## src/rtl/bram_snapshot_writer_pkg.sv

```systemverilog
// bram_snapshot_writer_pkg: shared state encoding for the snapshot capture blocks
package bram_snapshot_writer_pkg;
  typedef enum logic [1:0] {
    IDLE    = 2'd0,
    ARMED   = 2'd1,
    CAPTURE = 2'd2,
    DONE    = 2'd3
  } state_t;
endpackage

```

## src/rtl/bram_snapshot_writer_if.sv

```systemverilog
// bram_snapshot_writer_if: sample stream in, BRAM write port out
interface bram_snapshot_writer_if #(
  parameter int DATA_WIDTH = 32,
  parameter int ADDR_WIDTH = 10
);
  logic [DATA_WIDTH-1:0] din;
  logic                  din_valid;
  logic [ADDR_WIDTH-1:0] bram_addr;
  logic [DATA_WIDTH-1:0] bram_din;
  logic                  bram_we;
  modport master (input din, din_valid, output bram_addr, bram_din, bram_we);
  modport slave (output din, din_valid, input bram_addr, bram_din, bram_we);
endinterface

```

## src/rtl/bram_snapshot_writer_trigger_edge_detect.sv

```systemverilog
// trigger_edge_detect: rising edge of trig_in or level soft_trig gives trig_hit
module trigger_edge_detect (
  input  logic fpga_clk,
  input  logic rst,
  input  logic trig_in,
  input  logic soft_trig,
  output logic trig_hit
);
  logic trig_d;
  always_ff @(posedge fpga_clk or posedge rst)
    if (rst) trig_d <= 1'b0;
    else trig_d <= trig_in;
  assign trig_hit = (trig_in & ~trig_d) | soft_trig;
endmodule

```

## src/rtl/bram_snapshot_writer.sv

```systemverilog
// bram_snapshot_writer: armed single-shot capture of decimated samples into BRAM from address 0
module bram_snapshot_writer
  import bram_snapshot_writer_pkg::*;
#(
  parameter int DATA_WIDTH  = 32,
  parameter int ADDR_WIDTH  = 10,
  parameter int DECIM_WIDTH = 8
) (
  input  logic                   fpga_clk,
  input  logic                   rst,
  bram_snapshot_writer_if.master bus,
  input  logic                   arm,
  input  logic                   abort,
  input  logic                   soft_trig,
  input  logic                   trig_in,
  input  logic [ADDR_WIDTH-1:0]  capture_len,
  input  logic [DECIM_WIDTH-1:0] decim,
  output logic                   armed,
  output logic                   busy,
  output logic                   done,
  output logic [ADDR_WIDTH:0]    wr_count
);
  state_t                 state;
  logic [ADDR_WIDTH:0]    len_q;
  logic [DECIM_WIDTH-1:0] decim_q, dcnt, dcnt_cur, dcnt_nxt;
  logic [ADDR_WIDTH:0]    wr_nxt;
  logic                   trig_hit, start, active, qual, last;
  trigger_edge_detect u_trig (
    .fpga_clk (fpga_clk),
    .rst      (rst),
    .trig_in  (trig_in),
    .soft_trig(soft_trig),
    .trig_hit (trig_hit)
  );
  // the trigger cycle itself counts as decimation phase 0
  always_comb begin
    start    = (state == ARMED) && trig_hit;
    active   = (state == CAPTURE) || start;
    dcnt_cur = start ? '0 : dcnt;
    dcnt_nxt = (dcnt_cur == decim_q) ? '0 : dcnt_cur + 1'b1;
    qual     = active && bus.din_valid && (dcnt_cur == '0);
    wr_nxt   = wr_count + 1'b1;
    last     = wr_nxt == len_q;
  end
  always_ff @(posedge fpga_clk or posedge rst)
    if (rst) begin
      state         <= IDLE;
      len_q         <= '0;
      decim_q       <= '0;
      dcnt          <= '0;
      wr_count      <= '0;
      bus.bram_we   <= 1'b0;
      bus.bram_addr <= '0;
      bus.bram_din  <= '0;
    end else begin
      bus.bram_we <= 1'b0;
      if (abort) state <= IDLE;
      else if (arm && (state == IDLE || state == DONE)) begin
        state    <= ARMED;
        len_q    <= {~|capture_len, capture_len};
        decim_q  <= decim;
        dcnt     <= '0;
        wr_count <= '0;
      end else if (active) begin
        if (bus.din_valid) dcnt <= dcnt_nxt;
        state <= (qual && last) ? DONE : CAPTURE;
        if (qual) begin
          bus.bram_we   <= 1'b1;
          bus.bram_din  <= DATA_WIDTH'(bus.din);
          bus.bram_addr <= ADDR_WIDTH'(wr_count);
          wr_count      <= wr_nxt;
        end
      end
    end
  assign armed = state == ARMED;
  assign busy  = (state == ARMED) || (state == CAPTURE);
  assign done  = state == DONE;
endmodule

```

## src/flat_wrapper.sv

```systemverilog
// flat-port wrapper written by rule: the top's interface ports become plain ports
module bram_snapshot_writer_flat import bram_snapshot_writer_pkg::*;
#(
  parameter int DATA_WIDTH  = 32,
  parameter int ADDR_WIDTH  = 10,
  parameter int DECIM_WIDTH = 8
)
  (fpga_clk, rst, arm, abort, soft_trig, trig_in, capture_len, decim, armed, busy, done, wr_count, bus_din, bus_din_valid, bus_bram_addr, bus_bram_din, bus_bram_we);
  bram_snapshot_writer_if #(.DATA_WIDTH(DATA_WIDTH), .ADDR_WIDTH(ADDR_WIDTH)) bus_i ();
  input  logic fpga_clk;
  input  logic rst;
  input  logic arm;
  input  logic abort;
  input  logic soft_trig;
  input  logic trig_in;
  input  logic [ADDR_WIDTH-1:0] capture_len;
  input  logic [DECIM_WIDTH-1:0] decim;
  output logic armed;
  output logic busy;
  output logic done;
  output logic [ADDR_WIDTH:0] wr_count;
  input wire logic [$bits(bus_i.din)-1:0] bus_din;
  input wire logic [$bits(bus_i.din_valid)-1:0] bus_din_valid;
  output wire logic [$bits(bus_i.bram_addr)-1:0] bus_bram_addr;
  output wire logic [$bits(bus_i.bram_din)-1:0] bus_bram_din;
  output wire logic [$bits(bus_i.bram_we)-1:0] bus_bram_we;
  assign bus_i.din = bus_din;
  assign bus_i.din_valid = bus_din_valid;
  assign bus_bram_addr = bus_i.bram_addr;
  assign bus_bram_din = bus_i.bram_din;
  assign bus_bram_we = bus_i.bram_we;
  bram_snapshot_writer #(.DATA_WIDTH(DATA_WIDTH), .ADDR_WIDTH(ADDR_WIDTH), .DECIM_WIDTH(DECIM_WIDTH)) u_core (.fpga_clk(fpga_clk), .rst(rst), .bus(bus_i), .arm(arm), .abort(abort), .soft_trig(soft_trig), .trig_in(trig_in), .capture_len(capture_len), .decim(decim), .armed(armed), .busy(busy), .done(done), .wr_count(wr_count));
endmodule
```

## config.mk

```make
export PLATFORM = sky130hd
export DESIGN_NAME = bram_snapshot_writer_flat
export DESIGN_NICKNAME = d
export VERILOG_FILES = /design/src/rtl/bram_snapshot_writer_pkg.sv /design/src/rtl/bram_snapshot_writer_if.sv /design/src/rtl/bram_snapshot_writer_trigger_edge_detect.sv /design/src/rtl/bram_snapshot_writer.sv /design/src/flat_wrapper.sv
export SDC_FILE = /design/constraint.sdc
export NUM_CORES = 1
export LEC_CHECK = 0
export ABC_AREA = 1
export BUFFER_PORTS_ARGS = -buffer_cell sky130_fd_sc_hd__buf_4
export CELL_PAD_IN_SITES_DETAIL_PLACEMENT = 0
export CELL_PAD_IN_SITES_GLOBAL_PLACEMENT = 1
export CORE_MARGIN = 4
export CORE_UTILIZATION = 34
export CTS_CLUSTER_DIAMETER = 120
export DETAILED_ROUTE_END_ITERATION = 7
export MAX_ROUTING_LAYER = met4
export PLACE_DENSITY = 0.88
export SYNTH_ARGS = -nofsm -noshare
export SYNTH_HDL_FRONTEND = slang
export SYNTH_HIERARCHICAL = 1
export SYNTH_SLANG_ARGS = --single-unit
```

## constraint.sdc

```tcl
create_clock -name fpga_clk -period 2.25 [get_ports fpga_clk]
set_input_delay 0.225 -clock fpga_clk [delete_from_list [all_inputs] [get_ports fpga_clk]]
set_output_delay 0.225 -clock fpga_clk [all_outputs]
set_load 0.02 [all_outputs]
```

Word-level counts from Yosys, hierarchy flattened
Index checks and enable logic that the tools add are counted.
- bits in registers: 84
- bits of input ports: 57
- word-level logic and storage cells: 57
- output and inout bits: 57
- add/sub/neg operators: 2
- equal/unequal tests: 5
- muxes and demuxes: 16
- reduce and logical (&&, ||, !) cells: 20
- bitwise operators: 5
- operators with widths (operator ; count):
    2-to-1 mux 8 bit ; 5
    2-to-1 mux 11 bit ; 3
    adder 11 x 1 -> 11 bit (second input constant) ; 1
    equality test 11 bit ; 1
    OR reduction 10 bit ; 1
    adder 8 x 1 -> 8 bit (second input constant) ; 1
    equality test 8 bit ; 1
    logical NOT 8 bit ; 1
    2-to-1 mux 2 bit ; 3
    AND reduction 3 bit ; 2
    nonzero test 2 bit ; 3
    logical AND 1 bit ; 5
    2-to-1 mux 1 bit ; 5
    equality test 2 bit (second input constant) ; 2
    AND reduction 4 bit ; 1
    logical OR 1 bit ; 3
    inverter 1 bit ; 3
    nonzero test 3 bit ; 1
    equality test 2 x 1 -> 1 bit (second input constant) ; 1
    logical NOT 2 bit ; 1
    AND reduction 2 bit ; 1
    bitwise AND 1 bit ; 1
    logical NOT 1 bit ; 1
    OR 1 bit ; 1

Longest topological paths before layout
Gate-level depths: netlist of the first run.
- depth in word-level cells: 12
- mapped depth: 13
- mapped depth without buffers: 13

Modules after synthesis
Netlist of the first run, hierarchy kept.
- modules (own cells, without submodules) (module ; area an instance (um^2) ; sequential area each (um^2) ; cells each ; instances):
    bram_snapshot_writer ; 3956.3 ; 2077.0 ; 499 ; 1
    trigger_edge_detect ; 43.8 ; 25.0 ; 6 ; 1

Least setup slack after synthesis of the first run
OpenSTA, ideal clock, no wires.
- kind: register -> register
- start: register u_core.state[0]
- end: register u_core.bus.bram_addr[0]
- required time: 2.131 ns
- setup slack: 0.298 ns
- data arrival time: 1.833 ns
- period minus slack after synthesis: 1.952 ns
- stages on the path, launching flop included: 11
- setup time: 0.119 ns
- path buffers: 1
- cells stage by stage: dfrtp_1 > ha_1 > nand2_2 > nand2_1 > ha_1 > nand3_1 > nor3_2 > nand2_2 > clkinv_2 > buf_6 > o21a_1
- cells in the longest elaborated chain, start to end: 6
- elaborated cells between the ends (all ways): 14
- those cells by class: eq/ne: 3; mux: 1; bitwise: 1; reduce/logical: 9
- RTL lines (item ; line ; RTL):
    start, declared ; bram_snapshot_writer.sv:23 ; state_t state;
    start signal, assigned ; bram_snapshot_writer.sv:66 ; state <= (qual && last) ? DONE : CAPTURE;
    equality test 2 x 1 -> 1 bit (*) ; n/a ;
    via armed ; flat_wrapper.sv:18 ; output logic armed;
    logical AND 1 bit (*) ; bram_snapshot_writer.sv:37 ; start = (state == ARMED) && trig_hit;
    2-to-1 mux 8 bit / logical OR 1 bit (equally long branches) ; bram_snapshot_writer.sv:39, bram_snapshot_writer.sv:38 ;
    logical NOT 8 bit / logical AND 1 bit (equally long branches) ; bram_snapshot_writer.sv:41 ; qual = active && bus.din_valid && (dcnt_cur == '0);
    logical AND 1 bit ; bram_snapshot_writer.sv:41 ;
    AND reduction 4 bit (no line) (*) ; n/a ;
    end signal, assigned ; bram_snapshot_writer.sv:70 ; bus.bram_addr <= ADDR_WIDTH'(wr_count);
    end, declared ; bram_snapshot_writer_if.sv:11 ; modport master (input din, din_valid, output bram_addr, bram_din, bram_we);
Mark *: on every way through the listed nets, which the timed path passes. The rest lies on a longest branch.
A chain may end at the register's enable or synchronous reset.

Worst setup path after layout of the first run
- start: input port trig_in
- end: register u_core.dcnt[6]
- cells in the longest elaborated chain, start to end: 9
- elaborated cells between the ends (all ways): 13
- those cells by class: add/sub: 1; eq/ne: 1; mux: 5; bitwise: 2; reduce/logical: 4
- RTL lines (item ; line ; RTL):
    start, declared ; flat_wrapper.sv:15 ; input logic trig_in;
    bitwise AND 1 bit (*) ; bram_snapshot_writer_trigger_edge_detect.sv:13 ; assign trig_hit = (trig_in & ~trig_d) | soft_trig;
    OR 1 bit (*) ; bram_snapshot_writer_trigger_edge_detect.sv:13 ;
    via u_core.trig_hit ; bram_snapshot_writer.sv:27 ; logic trig_hit, start, active, qual, last;
    logical AND 1 bit (*) ; bram_snapshot_writer.sv:37 ;
    2-to-1 mux 8 bit ; bram_snapshot_writer.sv:39 ; dcnt_cur = start ? '0 : dcnt;
    adder 8 x 1 -> 8 bit / equality test 8 bit (equally long branches) ; bram_snapshot_writer.sv:40 ; dcnt_nxt = (dcnt_cur == decim_q) ? '0 : dcnt_cur + 1'b1;
    2-to-1 mux 8 bit ; bram_snapshot_writer.sv:40 ;
    2-to-1 mux 8 bit ; bram_snapshot_writer.sv:65 ; if (bus.din_valid) dcnt <= dcnt_nxt;
    2-to-1 mux 8 bit ; bram_snapshot_writer.sv:64 ; end else if (active) begin
    2-to-1 mux 8 bit ; bram_snapshot_writer.sv:58 ; else if (arm && (state == IDLE || state == DONE)) begin
    end signal, assigned ; bram_snapshot_writer.sv:65 ;
    end, declared ; bram_snapshot_writer.sv:25 ; logic [DECIM_WIDTH-1:0] decim_q, dcnt, dcnt_cur, dcnt_nxt;
Mark *: on every way through the listed nets, which the timed path passes. The rest lies on a longest branch. The select of a mux whose other input is x is not followed.

==> results of run 1 <==
==> cell usage in the layout, fill, tap and decap left out, types with 6 or more instances in the layout <==
| cell | count |
|---|---|
| ha_1 | 6 |
| o21ai_1 | 9 |
| dfrtp_1 | 84 |
| o21ai_0 | 24 |
| nor2_1 | 16 |
| nand4_1 | 7 |
| buf_4 | 118 |
| nand2_1 | 230 |
| nand3_1 | 36 |
| nand2_2 | 6 |
| inv_1 | 44 |
| xor2_1 | 8 |
| clkbuf_16 | 9 |
==> metal layers <==
layer	global-route usage	routed length [um]
met3	0.0347	836
met1	0.228	4750
met2	0.232	4470
met5	-	0
met4	0.0418	57
==> metrics by stage <==
| stage | area [um^2] | cells |
|---|---|---|
| after floorplan | 4000 | 505 |
| after global placement | 5030 | 755 |
| after detailed placement | 5030 | 755 |
| after CTS | 5350 | 773 |
| after global routing | 5370 | 773 |
| final | 5370 | 773 |
==> registers in the layout (all words and copies together) (netlist names) <==
register,cells
u_core/bus.bram_din,32
u_core/len_q,11
u_core/wr_count,11
u_core/bus.bram_addr,10
u_core/dcnt,8
u_core/decim_q,8
u_core/state,2
u_core/bus.bram_we,1
u_core/u_trig/trig_d,1
==> kinds of logic (layout without fill, tap and decap cells) <==
kind of cell | count (synthesis) | after routing | share of synthesized area
AND/OR/NAND/NOR | 303 | 303 | 0.307
XOR/XNOR | 13 | 13 | 0.0319
buffers and inverters | 61 | 186 | 0.0672
AO/OA/AOI/OAI | 38 | 38 | 0.0497
adder cells (fa/ha/maj) | 6 | 6 | 0.0188
flip-flops | 84 | 84 | 0.525
==> critical path: stages <==
cell and delay [ns]:
dlygate4sd3_1 0.54, buf_4 0.14, nand2_1 0.05, nand2_1 0.07, nand2_2 0.17, nand2_2 0.10
inv_1 0.08, ha_1 0.18, inv_1 0.05, nor2_1 0.15, nand3_1 0.12, nor2_1 0.13
xor2_1 0.16, o21ai_0 0.10
==> area by class of cell <==
cell class,count,share of cell area
Sequential cell,84,0.391
Multi-Input combinational cell,360,0.306
Timing Repair Buffer,124,0.180
Clock buffer,11,0.0452
Tap cell,143,0.0333
Inverter,46,0.0331
Clock inverter,5,0.0114
==> power by group <==
part / internal (uW) / total (uW) / switching (uW)
logic: 879 / 2050 / 1170
clock network: 894 / 1480 / 585
registers: 1990 / 2270 / 285
==> path summary, 6_finish.rpt <==
path / cells after the start / start / endpoint
max in group asynchronous: 4 / rst / u_core/dcnt[7]
min: 3 / bus_din[10] / u_core/bus.bram_din[10]
min reg2reg: 2 / u_core/bus.bram_din[26] / u_core/bus.bram_din[26]
min in group asynchronous: 3 / rst / u_core/u_trig/trig_d
max: 14 / trig_in / u_core/dcnt[6]
max reg2reg: 10 / u_core/state[1] / u_core/wr_count[8]
==> timing repair <==
| item | 4_1_cts | 5_1_grt |
|---|---|---|
| resized for setup | 0 | 6 |
| endpoints found under the setup margin | 0 | 50 |
| hold endpoints to repair | 2 | 0 |
| hold buffers | 2 | 0 |
==> metrics.md, run 1 <==
| Metric | Value |
|---|---|
| Final ANT Viol Nets | `0` |
| Die Area | `0.0136 mm^2` |
| # diodes | `0` |
| FF+latch count, synth | `84` |
| Most common cell in the synthesized netlist | `nand2_1` |
| DRC Markers | `0` |
| Cell Area, Synth | `0.00400 mm^2` |
| Filler Cell Count | `1,137` |
| Vias in the first global route | `3,438` |
| Buffers inserted by post-CTS timing repair | `0` |
| Area Overhead vs Synth | `34.3%` |
| HPWL Detailed | `7.57 mm` |
| Initial core utilization | `0.349` |
| Multi-input logic area | `0.00164 mm^2` |
| Clk Latency, worst-skew pair | `0.33 ns` |
| Die height | `116 um` |
| WP data arrival | `2.28 ns` |
| Leak pwr | `0.00288 uW` |
| Yosys synthesis warning count | `6` |
| Placer Congestion | `0.915` |
| Relative slew slack | `0.698` |
| Final Hold Slack | `0.0867 ns` |
| Flop2flop setup slack | `0.23 ns` |
| Cell accounting for the most synthesized area | `dfrtp_1` |
| Highest clock rate | `484 MHz` |
| Final Critical Period | `2.06 ns` |
| Drt pass-1 iters | `4` |
| Ys flop type | `dfrtp_1` |
| Maximum vdd drop | `0.000780 V` |
| Avg Cell Area, Syn | `7.92 um^2` |
| Global Route Usage Sum | `0.160` |
| Final Max Slew Viols | `0` |
| Post-Synthesis Cells | `505` |
| Largest net degree at the start of global routing | `84` |
| Initial antenna violation count | `0` |
| Finished Core Util | `0.469` |
| Worst path required time | `2.46 ns` |
| CTS tree | `built` |
| Die W | `116 um` |
| Setup TNS | `0 ns` |
| Final clock skew | `0.00584 ns` |
| Pre-CTS setup slack | `0.157 ns` |
| Setup ws final | `0.185 ns` |
| Period utilisation layout | `0.918` |
| Net count, final | `688` |
| Yosys top cell area share | `0.525` |
| Hold Path Class | `input port to flip-flop` |
| Max-Cap Viols | `0` |
| Total CTS buffers | `9` |
| Htree depth | `3` |
| Total Power | `5800 uW` |
| Syn Nets | `568` |
| Ports | `114` |
| Initial DRC count | `236` |
| RSZ-0062 raised after global routing | `false` |
| Vias | `3,558` |
| Peak fanout along the critical path | `10` |
| Commonest cells post-synth | `233 x nand2_1, 84 x dfrtp_1, 45 x inv_1` |
| Element type at the critical path end | `flip-flop` |
| Row count | `39` |
| Final routed wire length divided by cell count | `13.1 um` |
| Fraction of registers with async set/reset | `1.00` |
| Final WL | `10.1 mm` |
| First-pass GRT wire length | `16.8 mm` |
| Worst slew pin tran | `0.453 ns` |
| FF+latch area | `0.00210 mm^2` |
| Synth area leaders | `dfrtp_1 53%, nand2_1 22%, nand3_1 4.5%, inv_1 4.2%, o21ai_0 3.0%` |
| Critical path class | `input port to flip-flop` |
| Clock-pin transition on the worst setup and hold timing paths | `0.06 ns` |
| Number of synthesized flops with an enable pin | `0` |
| Final Hold Violating Endpoints | `0` |
| Startpoint Class | `input port` |
| Layout cells sized above 1 | `0.233` |
| Seq/Total Area, Yosys | `0.525` |
| Outcome | `completed` |
| Core Region | `0.0115 mm^2` |
| CTS Buffer Depth | `2` |
| Power per cell area | `1080 mW/mm^2` |
| CTS Sinks | `84` |
| Root Driver | `clkbuf_16` |
| Synth cell types | `28` |
| Port Buf Inserts | `113` |
| Grt total ovfl | `0` |
| Vias/cell | `4.60` |
| Setup Viol. Count Final | `0` |
(Power assumes the default switching activity.)
==> inputs of run 2 (changes only) <==
--- a/config.mk
+++ b/config.mk
@@ -10,11 +10,11 @@
 export CELL_PAD_IN_SITES_DETAIL_PLACEMENT = 0
 export CELL_PAD_IN_SITES_GLOBAL_PLACEMENT = 1
 export CORE_MARGIN = 4
-export CORE_UTILIZATION = 34
+export CORE_UTILIZATION = 40
 export CTS_CLUSTER_DIAMETER = 120
 export DETAILED_ROUTE_END_ITERATION = 7
 export MAX_ROUTING_LAYER = met4
-export PLACE_DENSITY = 0.88
+export PLACE_DENSITY = 0.95
 export SYNTH_ARGS = -nofsm -noshare
 export SYNTH_HDL_FRONTEND = slang
 export SYNTH_HIERARCHICAL = 1
==> constraint.sdc (replaced) <==
create_clock -name fpga_clk -period 2.5 [get_ports fpga_clk]
set_input_delay 0.25 -clock fpga_clk [delete_from_list [all_inputs] [get_ports fpga_clk]]
set_output_delay 0.25 -clock fpga_clk [all_outputs]
set_load 0.02 [all_outputs]
==> run 2 against run 1 <==
Clock power down 31%. Final area down 2.7%. Clock skew up 0.0032 ns. Setup slack better by 0.13 ns. Worst hold slack worse by 0.0060 ns. Global-route usage up 2.5 points. Largest cell class unchanged. Largest power group unchanged. Highest routed layer unchanged.
==> metrics.md, run 2 (synthesized netlist as in run 1, its figures left out) <==
| Metric | Value |
|---|---|
| # diodes | `0 (unchanged)` |
| Final ANT Viol Nets | `0 (unchanged)` |
| Final Hold Violating Endpoints | `0 (unchanged)` |
| Global Route Usage Sum | `0.185 (+0.0253)` |
| Commonest non-fill, non-tap cell in the layout | `nand2_1` |
| Commonest non-fill, non-tap cells in the layout | `233 x nand2_1, 117 x buf_4, 84 x dfrtp_1` |
| Combinational power share | `0.371 (+0.018)` |
| Clock power frac | `0.208 (-0.047)` |
| Power per cell area | `934 mW/mm^2 (-13%)` |
| Total CTS buffers | `9 (unchanged)` |
| Drt pass-1 iters | `4 (unchanged)` |
| Maximum vdd drop | `0.000370 V (-53%)` |
| Largest net degree at the start of global routing | `84 (unchanged)` |
| DRC Markers | `0 (unchanged)` |
| Hold Path Class | `input port to flip-flop` |
| Period utilisation layout | `0.875` |
| WHS Path Cells | `3 (unchanged)` |
| Setup TNS | `0 ns (unchanged)` |
| Startpoint Class | `input port` |
| Vias | `3,581 (+0.65%)` |
| Filler Cell Count | `921 (-19%)` |
| Area Overhead vs Synth | `30.8%` |
| Switch share | `0.375 (+0.0228)` |
| First-pass GRT wire length | `16.7 mm (-0.70%)` |
| Clock-pin transition on the worst setup and hold timing paths | `0.09 ns (+0.03 ns)` |
| Relative slew slack | `0.633 (-0.0648)` |
| Worst path required time | `2.74 ns (+0.28 ns)` |
| Largest regs | `u_core/bus.bram_din x32, u_core/len_q x11, u_core/wr_count x11` |
| Vias/cell | `4.71 (+2.2%)` |
| Initial antenna violation count | `0 (unchanged)` |
| Peak fanout along the critical path | `13 (+3)` |
| Outcome | `completed` |
| Worst slew pin tran | `0.550 ns (+0.0966 ns)` |
| CTS Buffer Depth | `2 (unchanged)` |
| Grt total ovfl | `0 (unchanged)` |
| P_sw | `1830 uW (-10%)` |
| Clk Latency, worst-skew pair | `0.36 ns (+0.03 ns)` |
| Row count | `36 (-7.7%)` |
| Die height | `108 um (-7.3%)` |
| HPWL Detailed | `7.40 mm (-2.2%)` |
| R2R depth | `12 (+2)` |
| Ports | `114 (unchanged)` |
| Max-Cap Viols | `0 (unchanged)` |
| P_int | `3060 uW (-19%)` |
| Buffers inserted by post-CTS timing repair | `0 (unchanged)` |
| Leak pwr | `0.00281 uW (-2.1%)` |
| Layout cells sized above 1 | `0.228 (-0.00563)` |
| Initial DRC count | `223 (-5.5%)` |
| Critical path class | `input port to flip-flop` |
| Final Max Slew Viols | `0 (unchanged)` |
| Element type at the critical path end | `flip-flop` |
| Total Power | `4890 uW (-16%)` |
| WP data arrival | `2.43 ns (+0.15 ns)` |
| Setup Viol. Count Final | `0 (unchanged)` |
| Final WL | `10.0 mm (-0.94%)` |
| Net count, final | `686 (-0.29%)` |
| Largest Register | `u_core/bus.bram_din` |
| CTS Sinks | `84 (unchanged)` |
| Part of the power in registers | `0.421 (+0.029)` |
| Initial core utilization | `0.409 (+0.0604)` |
| Die Area | `0.0117 mm^2 (-14%)` |
| Highest clock rate | `457 MHz` |
| Final routed wire length divided by cell count | `13.2 um (+0.62%)` |
| RSZ-0062 raised after global routing | `false` |
| Htree depth | `3 (unchanged)` |
| Vias in the first global route | `3,509 (+2.1%)` |
| Port Buf Inserts | `113 (unchanged)` |
| CTS tree | `built` |
| Final clock skew | `0.00903 ns (+0.00320 ns)` |
| Core Region | `0.00977 mm^2 (-15%)` |
| Final Critical Period | `2.19 ns` |
| Root Driver | `clkbuf_8` |
| Placer Congestion | `0.878 (-4.1%)` |
| Largest register FFs | `32 (unchanged)` |
| Die W | `108 um (-7.3%)` |
[run 2: cell types whose count changed in the layout (fill, tap and decap cells not counted), sizes merged]
| cell | change |
|---|---|
| inv | +2 |
| clkbuf | -1 |
| buf | -2 |
| clkinv | -2 |
| clkinvlp | +1 |
[run 2: metrics by stage]
| step | hold slack (ns) | utilization | cell area [um^2] | cells | setup slack (ns) |
|---|---|---|---|---|---|
| 5_1_grt | 0.0691 | 0.535 | 5230 | 761 | 0.0349 |
| 3_5_place_dp | 0.108 | 0.511 | 5000 | 743 | 0.267 |
| 3_3_place_gp | 0.108 | 0.511 | 5000 | 743 | 0.391 |
| 4_1_cts | 0.0625 | 0.535 | 5230 | 761 | 0.255 |
| 2_1_floorplan | -0.0213 | - | 4000 | 505 | 0.113 |
| 6_report | 0.0807 | 0.535 | 5230 | 761 | 0.313 |
[run 2: layout make-up]
type	count	area, um^2	share of cell area
Clock buffer	10	138	0.0263
Clock inverter	6	71.3	0.0136
Inverter	46	175	0.0335
Multi-Input combinational cell	360	1630	0.311
Sequential cell	84	2100	0.402
Tap cell	133	166	0.0318
Timing Repair Buffer	122	950	0.182
[run 2: final timing paths]
| check | start | to | slack [ns] |
|---|---|---|---|
| max | trig_in | u_core/bus.bram_din[18] | 0.31 |
| min | bus_din[10] | u_core/bus.bram_din[10] | 0.08 |
| max reg2reg | u_core/state[1] | u_core/bus.bram_din[18] | 0.33 |
| min reg2reg | u_core/bus.bram_din[12] | u_core/bus.bram_din[12] | 0.49 |
| max in group asynchronous | rst | u_core/len_q[3] | 1.59 |
| min in group asynchronous | rst | u_core/u_trig/trig_d | 0.30 |
[run 2: power groups by stage]
stage | clock network [uW] | logic [uW] | registers, uW
after global placement | 0 | 1790 | 2060
after detailed placement | 0 | 1820 | 2090
after CTS | 1050 | 1830 | 2060
after floorplan | 0 | 698 | 2400
after global routing | 1110 | 2020 | 2110
final | 1020 | 1810 | 2060
[run 2: worst max-delay path, cell delays in order]
cell and delay [ns]:
dlygate4sd3_1 0.54, buf_4 0.14, nand2_1 0.05, nand2_1 0.06, nand2_2 0.16, nand2_1 0.16, ha_1 0.21, nand3_1 0.13
nor3_2 0.07, nand2_2 0.08, clkinv_2 0.21, buf_4 0.26, nand2_1 0.07, nand2_1 0.05
[run 2: per-layer routing]
layer	GRT usage	vias to the layer above	wire, um
met3	0.0328	9	668
met1	0.242	1644	4660
met5	-	-	0
met2	0.297	108	4560
li1	-	1820	-
met4	0.0568	0	128
[run 2: timing repair]
item,CTS,global route
endpoints found under the hold margin,2,0
resized for setup,0,1
hold buffers,2,0
endpoints found under the setup margin,0,1
